File: src/rtl/pci_arbiter.sv
// Four-master PCI bus arbiter: round-robin grant from IDLE, grant revocation on
// timeout or withdrawal, and early grant removal while another master waits.
module pci_arbiter #(
   parameter int GNT_TIMEOUT = 16
) (
   input  logic       clk,
   input  logic       rst,
   input  logic [3:0] req_n,
   input  logic       frame,
   input  logic       IRDY,
   output logic [3:0] gnt_n,
   output logic [1:0] owner,
   output logic       owner_valid,
   output logic       grant_timeout
);

   localparam int CW = $clog2(GNT_TIMEOUT);

   typedef enum logic [1:0] {IDLE, GRANT, BUSY} state_e;

   state_e        state_q, state_d;
   logic [3:0]    gntN_q, gntN_d;
   logic [1:0]    owner_q, owner_d;
   logic          ownerValid_q, ownerValid_d;
   logic          grantTimeout_q, grantTimeout_d;
   logic [CW-1:0] waitCnt_q, waitCnt_d;
   logic [1:0]    last_q, last_d;

   logic          busIdle;
   logic          winnerFound;
   logic [1:0]    winner;
   logic [3:0]    grantMask;
   logic          othersReq;

   assign busIdle   = frame && IRDY;
   assign grantMask = ~(4'b0001 << last_q);
   assign othersReq = ((~req_n) & grantMask) != 4'b0000;

   // Round-robin search starting just after the most recent winner; the
   // previous winner itself is tried last.
   always_comb begin
      logic [1:0] idx;
      winner      = last_q;
      winnerFound = 1'b0;
      idx         = last_q;
      for (int k = 1; k <= 4; k++) begin
         idx = last_q + 2'(k);
         if (!winnerFound && !req_n[idx]) begin
            winner      = idx;
            winnerFound = 1'b1;
         end
      end
   end

   always_comb begin
      state_d        = state_q;
      gntN_d         = gntN_q;
      owner_d        = owner_q;
      ownerValid_d   = ownerValid_q;
      grantTimeout_d = 1'b0;
      waitCnt_d      = waitCnt_q;
      last_d         = last_q;
      unique case (state_q)
         IDLE: begin
            gntN_d       = 4'hF;
            ownerValid_d = 1'b0;
            if (busIdle && winnerFound) begin
               state_d   = GRANT;
               last_d    = winner;
               waitCnt_d = '0;
               gntN_d    = ~(4'b0001 << winner);
            end
         end
         GRANT: begin
            // last_q holds the granted index for the whole GRANT/BUSY episode.
            if (!frame) begin
               state_d      = BUSY;
               owner_d      = last_q;
               ownerValid_d = 1'b1;
               gntN_d       = othersReq ? 4'hF : grantMask;
            end else if (req_n[last_q]) begin
               state_d = IDLE;
               gntN_d  = 4'hF;
            end else if (waitCnt_q == CW'(GNT_TIMEOUT - 1)) begin
               state_d        = IDLE;
               gntN_d         = 4'hF;
               grantTimeout_d = 1'b1;
            end else begin
               waitCnt_d = waitCnt_q + 1'b1;
            end
         end
         BUSY: begin
            if (busIdle) begin
               state_d      = IDLE;
               gntN_d       = 4'hF;
               ownerValid_d = 1'b0;
            end else begin
               gntN_d = othersReq ? 4'hF : grantMask;
            end
         end
         default: begin
            state_d = IDLE;
            gntN_d  = 4'hF;
         end
      endcase
   end

   always_ff @(posedge clk or posedge rst) begin
      if (rst) begin
         state_q        <= IDLE;
         gntN_q         <= 4'hF;
         owner_q        <= 2'd0;
         ownerValid_q   <= 1'b0;
         grantTimeout_q <= 1'b0;
         waitCnt_q      <= '0;
         last_q         <= 2'd3;
      end else begin
         state_q        <= state_d;
         gntN_q         <= gntN_d;
         owner_q        <= owner_d;
         ownerValid_q   <= ownerValid_d;
         grantTimeout_q <= grantTimeout_d;
         waitCnt_q      <= waitCnt_d;
         last_q         <= last_d;
      end
   end

   assign gnt_n         = gntN_q;
   assign owner         = owner_q;
   assign owner_valid   = ownerValid_q;
   assign grant_timeout = grantTimeout_q;

endmodule

File: config.mk
export PLATFORM = sky130hd
export DESIGN_NAME = pci_arbiter
export DESIGN_NICKNAME = d
export VERILOG_FILES = /design/src/rtl/pci_arbiter.sv
export SDC_FILE = /design/constraint.sdc
export NUM_CORES = 1
export LEC_CHECK = 0
export BUFFER_PORTS_ARGS = -buffer_cell sky130_fd_sc_hd__buf_4
export CORE_MARGIN = 1
export CORE_UTILIZATION = 50
export DETAILED_ROUTE_END_ITERATION = 7
export PLACE_DENSITY = 0.71
export SLEW_MARGIN = 40
export SYNTH_ARGS = -nofsm -noshare
export SYNTH_HDL_FRONTEND = slang
export SYNTH_SLANG_ARGS = --single-unit
export TNS_END_PERCENT = 1
File: constraint.sdc
create_clock -name clk -period 4.8 [get_ports clk]
set_input_delay 0.24 -clock clk [delete_from_list [all_inputs] [get_ports clk]]
set_output_delay 0.24 -clock clk [all_outputs]
set_load 0.02 [all_outputs]
==> reports/qor.txt <==
Fin Setup TNS -> 0 ns
Period minus WS final -> 2.89 ns
Pre-CTS setup slack -> 1.95 ns
Routed WL -> 2.56 mm
Area Growth Syn to Fin -> 11.3%
Comb power frac -> 55.7%
Fin worst setup slack -> 1.91 ns
Worst Hold Slack -> 0.00823 ns
XOR/XNOR share of the synthesized area -> 2.88%
Wire per inst -> 15.0 um
Final Hold Vio Count -> 0
CTS Buf Count -> 3
Routability cong. -> 0.860
Cts hold-fix bufs -> 0
Commonest non-fill, non-tap cell in the layout -> buf_4
Reg2Reg Launch Point -> last_q[0]$_DFFE_PP1P_
Via count -> 1056
Maximum root-to-sink buffer count -> 2
Initial Util -> 52.9%
RSZ-0062 raised after global routing -> false
GR Overflow Total -> 0
Most frequent cells in the layout -> 15 x buf_4, 14 x nand2_1, 13 x nor2_1
First-pass GRT wire length -> 4.40 mm
Cell Area, Synth -> 1170 um2
Post-route ant nets -> 0
Flops & latches, synth -> 16
Static Leakage -> 0.572 nW
Layout fillers -> 208
Crit Path Max Fanout -> 15
Main flop type after synthesis -> dfrtp_1
Synth Net Count -> 144
Via density -> 6.21
Worst r2r path cells -> 8
Switch share -> 46.8%
Synth unique cells -> 45
Area share of fa/ha/maj cells after synthesis -> 5.34%
Synth warnings -> 0
Largest family of logic cells by synthesized area -> compound AO/OA/AOI/OAI gates
Post-synth EDFFs -> 0
# rows -> 17
Postcts setup bufs -> 0
Total Nets Final -> 156
Layout cell share with drive strength beyond 1 -> 27.5%
Post-DP HPWL -> 1.87 mm
Worst setup path class -> flop to flop
CP Data Required Time -> 5.01 ns
Register area share after synthesis -> 34.8%
Clk Latency, worst-skew pair -> 0.29 ns
Core area -> 2210 um2
# DRC -> 0
Clk sinks -> 16
Final Core Density -> 58.9%
Storage cell area -> 408 um2
Synth Area in Compound Gates -> 22.6%
Post-Syn Instances -> 131
CTS tree -> yes
Die ar. -> 2540 um2
Slowest stage delay, CP -> 0.69 ns
Die H -> 50.4 um
Hold Crit Class -> primary input to asynchronous set/reset pin
Post-synthesis mux area share -> 7.48%
Io pins -> 16
Max cap viols -> 0
Ys async rst share -> 100%
Root buf cell -> clkbuf_4
Psw -> 0.383 mW
Max frequency -> 0.346 GHz
Final Power -> 0.818 mW
Max Slew Vio Count -> 0
Antenna cells -> 0
Peak supply drop -> 380 uV
Syn_area_per_cell -> 8.94 um2
Multi-input gate area -> 693 um2
Clock-pin transition on the worst setup and hold timing paths -> 0.11 ns
Endpoint type of the worst setup path -> flop
Post-Synth Simple-Gate Area -> 20.8%
Arrival @ worst endpoint -> 3.10 ns
Final Skew -> 0.00981 ns
1st-pass router iterations -> 4
Slew @ Worst Pin -> 0.611 ns
Worst relative slew slack -> 58.9%
Initial antenna violation count -> 0
Die Width -> 50.4 um
P per Cell Area -> 627 nW/um2
Worst path cell trace -> inv_1, ha_1, inv_2, o221ai_1, a22oi_1, o31ai_1, a31o_2, a21oi_1
Internal power -> 0.435 mW
Post-cts resize count -> 0
Flop-to-flop setup slack -> 1.91 ns
Vias in the first global route -> 985
Final Setup Violations -> 0
Crit path launch type -> flop
Buffers on Ports -> 15
Worst path slowest cell -> dfstp_2
Largest net degree at the start of global routing -> 17
Seq pwr share -> 33.0%
Crit share post-route -> 60.2%
GRT Total Usage -> 22.8%
Status -> finished, final reports clean
1st-iter DRT viols -> 38
Worst flop-to-flop path endpoint -> gnt_n[3]$_DFFE_PP1P_
Clk network pwr share -> 11.3%
Htree depth -> 1
==> area by class of cell <==
cell class                      instances  share of cell area, %
Clock buffer                            4                   2.78
Inverter                                5                   1.44
Multi-Input combinational cell        102                   53.2
Sequential cell                        16                   31.3
Tap cell                               28                   2.69
Timing Repair Buffer                   15                   8.64
==> cell families after synthesis <==
family,Yosys count
XOR/XNOR,3
flip-flops,16
buffers and inverters,13
AO/OA/AOI/OAI,39
AND/OR/NAND/NOR,49
multiplexers,6
adder cells (fa/ha/maj),5
==> per-layer routing <==
metal  GRT usage [%]  share of wire (%)
met2            39.1                 49
met3            1.82                5.1
met4            7.87                1.0
met1            30.0                 45
met5               0                  0
==> critical path: cells and delay by family (launching register included) <==
| kind | cells | cell delay [ns] |
|---|---|---|
| AOI/OAI and AO/OA | 5 | 1.36 |
| adders and majority gates | 1 | 0.49 |
| buffers and inverters | 2 | 0.26 |
| DFF | 1 | 0.69 |
==> flip-flops by register name, summed over array words and instances (netlist names) <==
| register | cells |
|---|---|
| last_q | 2 |
| waitCnt_q | 4 |
| owner | 2 |
| owner_valid | 1 |
| state_q | 2 |
| gnt_n | 4 |
| grant_timeout | 1 |
==> worst max-delay path by stage <==
stage                                     start               endpoint  slack (ns)  depth (start not counted)
after floorplan           last_q[1]$_DFFE_PP1P_  last_q[1]$_DFFE_PP1P_        2.34                         10
after global placement    last_q[0]$_DFFE_PP1P_  last_q[0]$_DFFE_PP1P_        2.07                          8
after detailed placement  last_q[0]$_DFFE_PP1P_   gnt_n[3]$_DFFE_PP1P_        1.95                          8
after CTS                 last_q[0]$_DFFE_PP1P_   gnt_n[3]$_DFFE_PP1P_        1.94                          8
after global routing      last_q[0]$_DFFE_PP1P_   gnt_n[0]$_DFFE_PP1P_        1.63                          8
final                     last_q[0]$_DFFE_PP1P_   gnt_n[3]$_DFFE_PP1P_        1.91                          8
==> cells in the mapped netlist, drive strengths merged (2+ instances only) <==
| library cell | n | area share, % |
|---|---|---|
| xor2 | 2 | 1.5 |
| o221ai | 3 | 2.2 |
| a21oi | 7 | 3.0 |
| nor2b | 2 | 1.3 |
| a31oi | 4 | 2.1 |
| nor2 | 15 | 5.2 |
| nor4 | 2 | 1.1 |
| nand3 | 7 | 3.0 |
| a31o | 2 | 1.5 |
| mux2 | 2 | 1.9 |
| ha | 5 | 5.3 |
| o22ai | 4 | 2.1 |
| nand2 | 15 | 5.0 |
| mux2i | 2 | 1.7 |
| o211ai | 2 | 1.3 |
| o21ai | 7 | 3.3 |
| buf | 7 | 4.1 |
| mux4 | 2 | 3.8 |
| dfrtp | 10 | 21 |
| o31ai | 2 | 1.3 |
| dfstp | 6 | 13 |
| and2 | 2 | 1.1 |
| inv | 5 | 1.6 |
| nand2b | 2 | 1.7 |
| a21boi | 2 | 1.3 |
==> per-stage QoR <==
step	area [um2]	std cells
after floorplan	1170	131
after global placement	1270	166
after detailed placement	1270	166
after CTS	1300	170
after global routing	1300	170
final	1300	170
==> power by group through the flow <==
stage	Sequential (mW)	Combinational [mW]	Clock, mW
2_1_floorplan	0.259	0.358	0
3_3_place_gp	0.269	0.436	0
4_1_cts	0.269	0.451	0.0941
5_1_grt	0.281	0.505	0.0993
3_5_place_dp	0.272	0.449	0
6_report	0.270	0.455	0.0924
No activity file was read; power rests on OpenSTA's default activity.
